File: src/rtl/sr_latch_pkg.sv
// Shared types for the SR latch driver: command opcodes, FSM states, counter sizing.
// Latency: n/a (declarations only).
// Backpressure: n/a (declarations only).
//
// Contents: op_t (request opcode encoding), state_t (driver FSM), CNT_W and
// cnt_load(), which turns a cycle count into the value the down-counter starts at.
package sr_latch_pkg;

  localparam int CNT_W = 4;

  typedef logic [CNT_W-1:0] cnt_t;

  typedef enum logic [1:0] {
    OP_SET    = 2'b00,
    OP_RESET  = 2'b01,
    OP_TOGGLE = 2'b10,
    OP_READ   = 2'b11
  } op_t;

  typedef enum logic [1:0] {
    ST_IDLE,
    ST_PULSE,
    ST_SETTLE,
    ST_RESP
  } state_t;

  // The counter is checked for zero before decrementing, so a phase of
  // N cycles starts the counter at N-1.
  function automatic cnt_t cnt_load(input int cycles);
    return cnt_t'(cycles - 1);
  endfunction

endpackage

File: src/rtl/sr_latch_driver_if.sv
// Request/response channel between control logic and the SR latch driver.
// Latency: n/a (wires only).
// Backpressure: valid/ready on both the request and the response direction.
//
// Ports: req_valid/req_ready/req_op (command in), rsp_valid/rsp_ready/rsp_q/rsp_err
// (result out). master = control logic, slave = sr_latch_driver.
interface sr_latch_driver_if;
  import sr_latch_pkg::*;

  logic req_valid;
  logic req_ready;
  op_t  req_op;
  logic rsp_valid;
  logic rsp_ready;
  logic rsp_q;
  logic rsp_err;

  modport master (
    output req_valid, req_op, rsp_ready,
    input  req_ready, rsp_valid, rsp_q, rsp_err
  );

  modport slave (
    input  req_valid, req_op, rsp_ready,
    output req_ready, rsp_valid, rsp_q, rsp_err
  );

endinterface

File: src/rtl/sr_latch_driver_sync_2ff.sv
// Two-flop synchronizer bringing the free-running latch Q into the clk domain.
// Latency: 2 cycles from d to q.
// Backpressure: none; samples every cycle.
//
// Ports: clk, rst (synchronous, active-high, clears both flops to 0), d (async in), q (sync out).
// Only needed when SR_READBACK_CHECK_EN is defined, so the module is compiled
// only in that build to keep the default build free of an unused module.
`ifdef SR_READBACK_CHECK_EN
module sync_2ff (
  input  logic clk,
  input  logic rst,
  input  logic d,
  output logic q
);

  logic meta;

  always_ff @(posedge clk) begin
    if (rst) begin
      meta <= 1'b0;
      q    <= 1'b0;
    end else begin
      meta <= d;
      q    <= meta;
    end
  end

endmodule
`endif

File: src/rtl/sr_latch_driver.sv
// Drives set/reset pulses into NAND (sbar/rbar) and NOR (s/r) latch cells and reports the result.
// Latency: drive op accepted at edge N -> rsp_valid at edge N+PULSE_CYCLES+SETTLE_CYCLES; read -> N+SETTLE_CYCLES.
// Backpressure: one command in flight; req_ready only in IDLE; response held until rsp_ready.
//
// Ports: clk, rst (synchronous, active-high), bus (sr_latch_driver_if.slave),
// sbar/rbar (active-low latch inputs), s/r (active-high latch inputs), q_fb (latch Q, async).
// Parameters: PULSE_CYCLES (1..15), SETTLE_CYCLES (2..15).
// Build option SR_READBACK_CHECK_EN: Q is read back through sync_2ff and compared
// against the expected value; otherwise a shadow register stands in for Q and q_fb is ignored.
module sr_latch_driver
  import sr_latch_pkg::*;
#(
  parameter int PULSE_CYCLES  = 4,
  parameter int SETTLE_CYCLES = 3
) (
  input  logic                     clk,
  input  logic                     rst,
  sr_latch_driver_if.slave         bus,
  output logic                     sbar,
  output logic                     rbar,
  output logic                     s,
  output logic                     r,
  input  logic                     q_fb
);

  localparam cnt_t PULSE_LOAD  = cnt_load(PULSE_CYCLES);
  localparam cnt_t SETTLE_LOAD = cnt_load(SETTLE_CYCLES);

  state_t state;
  cnt_t   cnt;
  logic   drv_set;     // resolved direction of the command in flight
  logic   is_read;
  logic   rsp_valid_r;
  logic   rsp_q_r;
  logic   rsp_err_r;
  logic   q_now;       // the block's current view of the latch state
  logic   res_set;

`ifdef SR_READBACK_CHECK_EN
  logic q_sync;

  sync_2ff u_sync (
    .clk (clk),
    .rst (rst),
    .d   (q_fb),
    .q   (q_sync)
  );

  assign q_now = q_sync;
`else
  logic shadow_q;
  logic unused_q_fb;

  assign unused_q_fb = q_fb;
  assign q_now       = shadow_q;
`endif

  // Toggle picks its direction from the latch state at acceptance time.
  assign res_set = (bus.req_op == OP_SET) ||
                   ((bus.req_op == OP_TOGGLE) && !q_now);

  assign bus.req_ready = (state == ST_IDLE) && !rst;
  assign bus.rsp_valid = rsp_valid_r;
  assign bus.rsp_q     = rsp_q_r;
  assign bus.rsp_err   = rsp_err_r;

  // Latch pins are all written together so the complementary pairs can never
  // disagree and s/r are never both active.
  always_ff @(posedge clk) begin
    if (rst) begin
      state       <= ST_IDLE;
      cnt         <= '0;
      drv_set     <= 1'b0;
      is_read     <= 1'b0;
      s           <= 1'b0;
      r           <= 1'b0;
      sbar        <= 1'b1;
      rbar        <= 1'b1;
      rsp_valid_r <= 1'b0;
      rsp_q_r     <= 1'b0;
      rsp_err_r   <= 1'b0;
`ifndef SR_READBACK_CHECK_EN
      shadow_q    <= 1'b0;
`endif
    end else begin
      case (state)
        ST_IDLE: begin
          if (bus.req_valid) begin
            is_read <= (bus.req_op == OP_READ);
            drv_set <= res_set;
            if (bus.req_op == OP_READ) begin
              state <= ST_SETTLE;
              cnt   <= SETTLE_LOAD;
            end else begin
              state <= ST_PULSE;
              cnt   <= PULSE_LOAD;
              s     <= res_set;
              sbar  <= !res_set;
              r     <= !res_set;
              rbar  <= res_set;
            end
          end
        end

        ST_PULSE: begin
          if (cnt == '0) begin
            state <= ST_SETTLE;
            cnt   <= SETTLE_LOAD;
            s     <= 1'b0;
            r     <= 1'b0;
            sbar  <= 1'b1;
            rbar  <= 1'b1;
          end else begin
            cnt <= cnt - cnt_t'(1);
          end
        end

        ST_SETTLE: begin
          if (cnt == '0) begin
            state       <= ST_RESP;
            rsp_valid_r <= 1'b1;
`ifdef SR_READBACK_CHECK_EN
            rsp_q_r     <= q_sync;
            rsp_err_r   <= !is_read && (q_sync != drv_set);
`else
            // Without readback the shadow is the latch state by definition.
            if (!is_read) begin
              shadow_q <= drv_set;
              rsp_q_r  <= drv_set;
            end else begin
              rsp_q_r  <= shadow_q;
            end
            rsp_err_r   <= 1'b0;
`endif
          end else begin
            cnt <= cnt - cnt_t'(1);
          end
        end

        ST_RESP: begin
          if (bus.rsp_ready) begin
            state       <= ST_IDLE;
            rsp_valid_r <= 1'b0;
          end
        end

        default: state <= ST_IDLE;
      endcase
    end
  end

endmodule

File: src/flat_wrapper.sv
// flat-port wrapper written by rule: the top's interface ports become plain ports
module sr_latch_driver_flat import sr_latch_pkg::*;
#(
  parameter int PULSE_CYCLES  = 4,
  parameter int SETTLE_CYCLES = 3
)
  (clk, rst, sbar, rbar, s, r, q_fb, bus_req_valid, bus_req_op, bus_rsp_ready, bus_req_ready, bus_rsp_valid, bus_rsp_q, bus_rsp_err);
  sr_latch_driver_if bus_i ();
  input  logic clk;
  input  logic rst;
  output logic sbar;
  output logic rbar;
  output logic s;
  output logic r;
  input  logic q_fb;
  input wire logic [$bits(bus_i.req_valid)-1:0] bus_req_valid;
  input wire logic [$bits(bus_i.req_op)-1:0] bus_req_op;
  input wire logic [$bits(bus_i.rsp_ready)-1:0] bus_rsp_ready;
  output wire logic [$bits(bus_i.req_ready)-1:0] bus_req_ready;
  output wire logic [$bits(bus_i.rsp_valid)-1:0] bus_rsp_valid;
  output wire logic [$bits(bus_i.rsp_q)-1:0] bus_rsp_q;
  output wire logic [$bits(bus_i.rsp_err)-1:0] bus_rsp_err;
  assign bus_i.req_valid = bus_req_valid;
  assign bus_i.req_op = bus_req_op;
  assign bus_i.rsp_ready = bus_rsp_ready;
  assign bus_req_ready = bus_i.req_ready;
  assign bus_rsp_valid = bus_i.rsp_valid;
  assign bus_rsp_q = bus_i.rsp_q;
  assign bus_rsp_err = bus_i.rsp_err;
  sr_latch_driver #(.PULSE_CYCLES(PULSE_CYCLES), .SETTLE_CYCLES(SETTLE_CYCLES)) u_core (.clk(clk), .rst(rst), .bus(bus_i), .sbar(sbar), .rbar(rbar), .s(s), .r(r), .q_fb(q_fb));
endmodule
File: config.mk
export PLATFORM = sky130hd
export DESIGN_NAME = sr_latch_driver_flat
export DESIGN_NICKNAME = d
export VERILOG_FILES = /design/src/rtl/sr_latch_pkg.sv /design/src/rtl/sr_latch_driver_if.sv /design/src/rtl/sr_latch_driver_sync_2ff.sv /design/src/rtl/sr_latch_driver.sv /design/src/flat_wrapper.sv
export SDC_FILE = /design/constraint.sdc
export NUM_CORES = 1
export LEC_CHECK = 0
export ABC_AREA = 0
export CORE_MARGIN = 1.5
export CORE_UTILIZATION = 36
export DETAILED_ROUTE_END_ITERATION = 16
export GPL_ROUTABILITY_DRIVEN = 0
export MAX_ROUTING_LAYER = met4
export PLACE_DENSITY = 0.66
export SYNTH_ARGS = -nofsm -noshare
export SYNTH_HDL_FRONTEND = slang
export SYNTH_SLANG_ARGS = --single-unit
export TNS_END_PERCENT = 10
File: constraint.sdc
create_clock -name clk -period 4.7 [get_ports clk]
set_input_delay 0.94 -clock clk [delete_from_list [all_inputs] [get_ports clk]]
set_output_delay 0.94 -clock clk [all_outputs]
set_load 0.02 [all_outputs]
=== After elaboration in Yosys (flattened, before gate mapping) ===
Index checks and enable logic that the tools add are counted.

* Add/sub/neg operators: 1
* Equality and inequality tests: 11
* Mux-type cells: 24
* Bitwise gates (word level): 1
* Reduce and logical (&&, ||, !) cells: 18

{| class="wikitable"
|+ Operators with widths
! cell !! count
|-
| 4-bit 2-to-1 mux || 3
|-
| 4-bit one-hot mux with 3 select lines || 1
|-
| 2-bit 2-to-1 mux || 5
|-
| 1-bit one-hot mux with 2 select lines || 5
|-
| 1-bit 2-to-1 mux || 9
|-
| 3-bit AND reduction || 3
|-
| 2-bit == test (second input constant) || 4
|-
| 2-bit != test (second input constant) || 4
|-
| 2-bit one-hot mux with 4 select lines || 1
|-
| 4-bit AND reduction || 2
|-
| 2-bit zero test || 2
|-
| 4-bit zero test || 1
|-
| 2-bit by 1-bit != test with 1-bit output (second input constant) || 2
|-
| 2-bit nonzero test || 2
|-
| 4-bit by 1-bit subtractor with 4-bit output (second input constant) || 1
|-
| 1-bit zero test || 3
|-
| 3-bit nonzero test || 1
|-
| 2-bit by 1-bit == test with 1-bit output (second input constant) || 1
|-
| 1-bit logical AND || 2
|-
| 2-bit AND reduction || 1
|-
| 1-bit logical OR || 1
|-
| 1-bit inverter || 1
|}

* Flip-flop bits (word level): 14
* Bits of input ports: 7
* Output and inout port bits: 8
* Logic and storage cells: 65

=== Depth between registers and ports, before layout ===
Gate-level depths: netlist (run 1).

* Depth in word-level cells: 7
* Gate-level depth with buffers: 6
* Mapped depth without buffers: 6

=== Worst setup path after synthesis (run 1) ===
Ideal clock, no wire load.

* Kind: input -> output
* From: input rst
* To: output bus_req_ready
* Arrival: 1244 ps
* Required time: 3760 ps
* Setup slack: 2516 ps
* Stages on the path: 1
* Path buffers: 0
* Cells stage by stage: nor2b_1

* Word-level cells in the longest chain between the ends: 2

{| class="wikitable"
|+ RTL lines
! what !! RTL line !! RTL
|-
| start: declaration || flat_wrapper.sv:10 || <nowiki>input logic rst;</nowiki>
|-
| 1-bit zero test || sr_latch_driver.sv:62 || <nowiki>assign bus.req_ready = (state == ST_IDLE) && !rst;</nowiki>
|-
| 1-bit logical AND || sr_latch_driver.sv:62 ||
|-
| end: declaration || flat_wrapper.sv:19 || <nowiki>output wire logic [$bits(bus_i.req_ready)-1:0] bus_req_ready;</nowiki>
|}

Every way passes these cells.

=== Worst setup path after layout (run 1) ===
Same ends and word-level chain as after synthesis.

==> impl_metrics.env, run 1 <==
export IMPL_status="completed"
export IMPL_num_antenna_cells=0
export IMPL_cap_violations=0
export IMPL_drt_iter0_drc=10
export IMPL_dp_hpwl_mm=1.30
export IMPL_min_from="u_core.drv_set$_SDFFE_PP0P_"
export IMPL_cts_num_sinks=14
export IMPL_ys_ff_latch=14
export IMPL_min_period_ps=3360
export IMPL_ctsResizeCount=0
export IMPL_syn_nets=117
export IMPL_cp_required_ps=3760
export IMPL_postSynthCellCount=102
export IMPL_synth_enable_flop_cells=0
export IMPL_synth_common_cells="dfxtp_1, nor2_1, a21oi_1, ha_1, inv_1"
export IMPL_crit_arrival_ps=2420
export IMPL_crit_type="input pin to output port"
export IMPL_min_period_over_period_pct=71.6
export IMPL_cts_made_buffers=3
export IMPL_r2r_end="u_core.state[1]$_SDFFE_PP0P_"
export IMPL_via_count=736
export IMPL_area_growth_pct=21.1
export IMPL_grtUsageTotal_pct=15.3
export IMPL_die_area_mm2=0.00262
export IMPL_tns_ps=0
export IMPL_start_kind="input pin"
export IMPL_io_buffers=12
export IMPL_cts_tree="yes"
export IMPL_ys_warnings_count=0
export IMPL_synth_area_leader_cell="dfxtp_1"
export IMPL_fmax_ghz=0.297
export IMPL_netlist_top_cells_area="dfxtp_1, ha_1, nor2_1"
export IMPL_reg2reg_depth=6
export IMPL_yosysSeqAreaShare_pct=33.5
export IMPL_grt_pass1_vias=680
export IMPL_drive_gt1_share_pct=6.09
export IMPL_die_h_um=51.2
export IMPL_syn_area_um2=836
export IMPL_chipWidth_um=51.2
export IMPL_tightest_slew_ps=512
export IMPL_power_density_mw_per_mm2=538
export IMPL_worstHoldPathCells=2
export IMPL_pin_count=15
export IMPL_setup_viol=0
export IMPL_wire_per_inst_um=11.6
export IMPL_maxSlewHeadroom_pct=65.7
export IMPL_synth_top_area_share_pct=33.5
export IMPL_insertion_delay_ps=280
export IMPL_grt_ovfl_total=0
export IMPL_clock_path_buffers=2
export IMPL_rr_startpoint="u_core.state[0]$_SDFFE_PP0P_"
export IMPL_hold_path_class="flop to flop"
export IMPL_hold_path_end="u_core.drv_set$_SDFFE_PP0P_"
export IMPL_p_leak_nw=0.398
export IMPL_worstPathMaxFanout=15
export IMPL_antenna_found_initial=0
export IMPL_cts_setup_buffers=0
export IMPL_end_kind="output port"
export IMPL_fin_worst_skew_ps=3.10
export IMPL_yosysMostFrequentCell="dfxtp_1"
export IMPL_final_antenna_net_count=0
export IMPL_synth_ff_type="dfxtp_1"
export IMPL_viasPerCell=5.15
export IMPL_hold_viol_final=0
export IMPL_drc=0
export IMPL_grt_setup_unrepaired="no"
export IMPL_hold_buffers=0
export IMPL_std_cell_rows=17
export IMPL_dr_pass1_iters=4
export IMPL_grt_pass1_wl_mm=2.91
export IMPL_ir_worst_vdd_mv=0.310
export IMPL_start_util_pct=37.8
export IMPL_rrSetupSlack_ps=2810
export IMPL_drt_total_wl_mm=1.65
export IMPL_hold_ws_ps=466
export IMPL_clockRootBuffer="clkbuf_4"
export IMPL_cts_max_level=1
export IMPL_final_nets=131
export IMPL_grt_max_degree=16
export IMPL_final_max_slew_viol_count=0
export IMPL_yosysUniqueCellTypes=31
export IMPL_ys_async_sr_fraction_pct=0
export IMPL_core_mm2=0.00221
export IMPL_clk_pin_slew_ps=80
export IMPL_avgSynthCellArea_um2=8.19
==> worst max-delay path, cell delays in order <==
cell and delay [ps]:
clkdlybuf4s50_1 670, nor2b_1 200, clkdlybuf4s50_1 620
==> logic make-up (layout without fill, tap and decap cells) <==
group / after synthesis / count (layout) / synth area share (%)
adder cells (fa/ha/maj): 8 / 8 / 12.0
buffers and inverters: 11 / 24 / 5.39
AO/OA/AOI/OAI: 30 / 30 / 23.1
flip-flops: 14 / 14 / 33.5
AND/OR/NAND/NOR: 34 / 34 / 20.8
multiplexers: 4 / 4 / 4.79
other: 1 / 1 / 0.449
==> layout by cell type, fill, tap and decap left out <==
master,count
a211oi_1,3
a211oi_2,1
a21o_1,4
a21oi_1,8
a2bb2oi_1,1
a311oi_1,1
a31oi_1,1
and2_1,1
clkbuf_4,3
clkbuf_8,1
clkdlybuf4s50_1,12
conb_1,1
dfxtp_1,14
ha_1,8
inv_1,8
mux2i_1,4
nand2_1,6
nand2b_1,2
nand3_1,3
nand4_1,1
nor2_1,11
nor2b_1,3
nor3_1,3
nor3b_2,1
nor4_1,1
o21ai_0,6
o21ai_1,2
o221ai_1,1
o22a_1,1
o22ai_1,1
or3_1,1
or3b_4,1
==> report_power, final <==
group	internal [mW]	total [mW]	switching, mW
Clock	0.0472	0.0879	0.0407
Combinational	0.125	0.290	0.165
Sequential	0.146	0.167	0.0210
Total	0.318	0.545	0.227
==> registers in the layout (all words and copies together) (netlist names) <==
register / flops
u_core.drv_set: 1
u_core.sbar: 1
u_core.bus.rsp_q: 1
u_core.s: 1
u_core.state: 2
u_core.is_read: 1
u_core.bus.rsp_valid: 1
u_core.r: 1
u_core.cnt: 4
u_core.rbar: 1
==> per-stage QoR <==
stage               area, um2  std cells  setup WS [ps]  utilization [%]  power [mW]
finish                   1010        143           1340             45.8       0.545
global route             1010        143           1210             45.8       0.592
CTS                      1010        143           1310             45.8       0.550
detailed placement        976        139           1310             44.1       0.458
global placement          976        139           1320             44.1       0.453
floorplan                 836        102           2520                -       0.383
==> layer usage <==
metal / GRT usage (%) / vias to the layer above / share of wire [%]
li1: - / 382 / -
met1: 17.7 / 344 / 49
met2: 24.7 / 8 / 47
met3: 5.26 / 2 / 3.4
met4: 5.41 / 0 / 1.1
met5: - / - / 0
==> worst max path at each step <==
stage / start / end / cells past startpoint
floorplan: rst / bus_req_ready / 1
global placement: rst / bus_req_ready / 3
detailed placement: rst / bus_req_ready / 3
CTS: rst / bus_req_ready / 3
global route: rst / bus_req_ready / 3
finish: rst / bus_req_ready / 3
==> cell type report <==
class	instances	area [um2]
Multi-Input combinational cell	77	510
Inverter	8	30.0
Timing Repair Buffer	12	120
Sequential cell	14	280
Tap cell	28	35.0
Clock buffer	4	36.3
Fill cell	225	1200
Power figures use the tool's default switching activity.
==> inputs of run 2 (changes only) <==
--- a/config.mk
+++ b/config.mk
@@ -11,7 +11,7 @@
 export DETAILED_ROUTE_END_ITERATION = 16
 export GPL_ROUTABILITY_DRIVEN = 0
 export MAX_ROUTING_LAYER = met4
-export PLACE_DENSITY = 0.66
+export PLACE_DENSITY = 0.69
 export SYNTH_ARGS = -nofsm -noshare
 export SYNTH_HDL_FRONTEND = slang
 export SYNTH_SLANG_ARGS = --single-unit
==> constraint.sdc (replaced) <==
create_clock -name clk -period 2.9 [get_ports clk]
set_input_delay 0.58 -clock clk [delete_from_list [all_inputs] [get_ports clk]]
set_output_delay 0.58 -clock clk [all_outputs]
set_load 0.02 [all_outputs]
==> run 2 against run 1 <==
Via count decreased by 0.14%. Combinational power increased by 61%. Cell area shrank 0.62%. Die area stayed put. Non-clock buffer count rose by 1. Flip-flop and latch count unchanged. Routed wire length is 2.8% higher. Clock-buffer cell count fell by 1. Highest routed layer unchanged.
==> impl_metrics.env, run 2 (synthesis gave the netlist of run 1 again) <==
export IMPL_final_common_cell="dfxtp_1"
export IMPL_p_leak_nw=0.396
export IMPL_cts_tree="yes"
export IMPL_ctsResizeCount=0
export IMPL_reg2reg_depth=6
export IMPL_viasPerCell=5.14
export IMPL_area_growth_pct=20.4
export IMPL_largest_reg_flops=4
export IMPL_drt_total_wl_mm=1.70
export IMPL_cts_setup_buffers=0
export IMPL_std_cell_rows=17
export IMPL_tns_ps=0
export IMPL_dr_pass1_iters=5
export IMPL_start_util_pct=37.8
export IMPL_antenna_found_initial=0
export IMPL_chipWidth_um=51.2
export IMPL_cpMaxStageDelayCell="clkdlybuf4s50_1"
export IMPL_grt_setup_unrepaired="no"
export IMPL_clockRootBuffer="clkbuf_4"
export IMPL_final_max_slew_viol_count=0
export IMPL_dp_hpwl_mm=1.32
export IMPL_grt_ovfl_total=0
export IMPL_multiInputGateArea_um2=510
export IMPL_power_density_mw_per_mm2=848
export IMPL_hold_viol_final=0
export IMPL_drt_iter0_drc=6
export IMPL_insertion_delay_ps=280
export IMPL_final_antenna_net_count=0
export IMPL_num_fill_cells=225
export IMPL_worstPathMaxFanout=7
export IMPL_mostFrequentLayoutCells="dfxtp_1, clkdlybuf4s50_1, nor2_1"
export IMPL_rr_startpoint="u_core.state[0]$_SDFFE_PP0P_"
export IMPL_drive_gt1_share_pct=6.09
export IMPL_clk_pin_slew_ps=90
export IMPL_min_period_ps=2420
export IMPL_timing_critical_path_buf_inv=2
export IMPL_worstHoldPathCells=2
export IMPL_via_count=735
export IMPL_cts_num_sinks=14
export IMPL_fmax_ghz=0.414
export IMPL_hold_path_end="u_core.drv_set$_SDFFE_PP0P_"
export IMPL_cts_max_level=1
export IMPL_min_from="u_core.drv_set$_SDFFE_PP0P_"
export IMPL_met2_usage_pct=26.2
export IMPL_slowest_delay_ps=610
export IMPL_num_antenna_cells=0
export IMPL_status="completed"
export IMPL_path_delay_family="buffers and inverters"
export IMPL_top_usage_layer="met2"
export IMPL_min_period_over_period_pct=83.3
export IMPL_crit_arrival_ps=1840
export IMPL_start_kind="flop"
export IMPL_reg_largest_list="u_core.cnt (4), u_core.state (2)"
export IMPL_setup_viol=0
export IMPL_dp_cells=140
export IMPL_path_cells="inv_1 > ha_1 > nor2b_1 > clkdlybuf4s50_1"
export IMPL_wire_per_inst_um=11.9
export IMPL_cap_violations=0
export IMPL_grt_pass1_vias=726
export IMPL_grtUsageTotal_pct=16.3
export IMPL_hold_path_class="flop to flop"
export IMPL_top_register="u_core.cnt"
export IMPL_final_nets=132
export IMPL_fin_worst_skew_ps=7.42
export IMPL_clock_path_buffers=2
export IMPL_ir_worst_vdd_mv=0.380
export IMPL_core_mm2=0.00221
export IMPL_crit_type="flop to output port"
export IMPL_grt_met1_usage_pct=18.3
export IMPL_ff_latch_area_um2=280
export IMPL_grt_pass1_wl_mm=3.06
export IMPL_end_kind="output port"
export IMPL_io_buffers=12
export IMPL_rrSetupSlack_ps=1050
export IMPL_grt_max_degree=15
export IMPL_pin_count=15
export IMPL_cp_required_ps=2320
export IMPL_hold_buffers=0
export IMPL_drc=0
export IMPL_r2r_end="u_core.state[1]$_SDFFE_PP0P_"
export IMPL_cts_made_buffers=3
export IMPL_die_area_mm2=0.00262
export IMPL_final_cells=143
export IMPL_grt_util_met3_pct=4.39
export IMPL_die_h_um=51.2
run 2: cell types whose count changed in the layout (fill, tap and decap cells not counted), sizes merged:
| cell | delta |
|---|---|
| buf | +1 |
| clkbuf | -1 |
run 2: where the power goes:
| part | total, mW | switching (mW) | internal, mW |
|---|---|---|---|
| clock network | 0.112 | 0.0633 | 0.0483 |
| registers | 0.273 | 0.0363 | 0.237 |
| logic | 0.468 | 0.266 | 0.202 |
run 2: how the worst max path moves through the flow:
stage                            startpoint            end  slack [ps]  cells past startpoint
6_report       u_core.state[0]$_SDFFE_PP0P_  bus_req_ready         480                      4
5_1_grt        u_core.state[0]$_SDFFE_PP0P_  bus_req_ready         340                      4
4_1_cts        u_core.state[0]$_SDFFE_PP0P_  bus_req_ready         470                      4
3_5_place_dp                            rst  bus_req_ready         590                      3
3_3_place_gp                            rst  bus_req_ready         600                      3
2_1_floorplan  u_core.state[0]$_SDFFE_PP0P_  bus_req_ready        1300                      3
run 2: worst register-to-register path: cells and delay by family (launching register included):
family	cells	cell delay [ps]
buffers and inverters	1	120
adders and majority gates	1	300
DFF	1	430
AOI/OAI and AO/OA	3	610
and+or+nand+nor	1	280
run 2: final cells by class:
class / count / area share, %
clock buffers: 3 / 2.24
inverters: 8 / 2.99
multi-input cells: 77 / 50.7
well taps: 28 / 3.48
repair buffers: 13 / 12.7
flip-flops and latches: 14 / 27.9
run 2: metrics by stage:
step                hold slack, ps  power (mW)  utilization [%]  cell area (um2)  worst slack (ps)
floorplan                      436       0.621                -              836              1300
global placement               447       0.735             44.5              983               600
detailed placement             457       0.746             44.5              983               590
CTS                            469       0.859             45.5             1010               466
global route                   499       0.938             45.5             1010               336
finish                         467       0.853             45.5             1010               485
run 2: layer usage:
| layer | vias to the layer above | wire [um] |
|---|---|---|
| li1 | 384 | - |
| met3 | 5 | 44 |
| met2 | 10 | 827 |
| met1 | 336 | 789 |
| met4 | 0 | 40 |
| met5 | - | 0 |
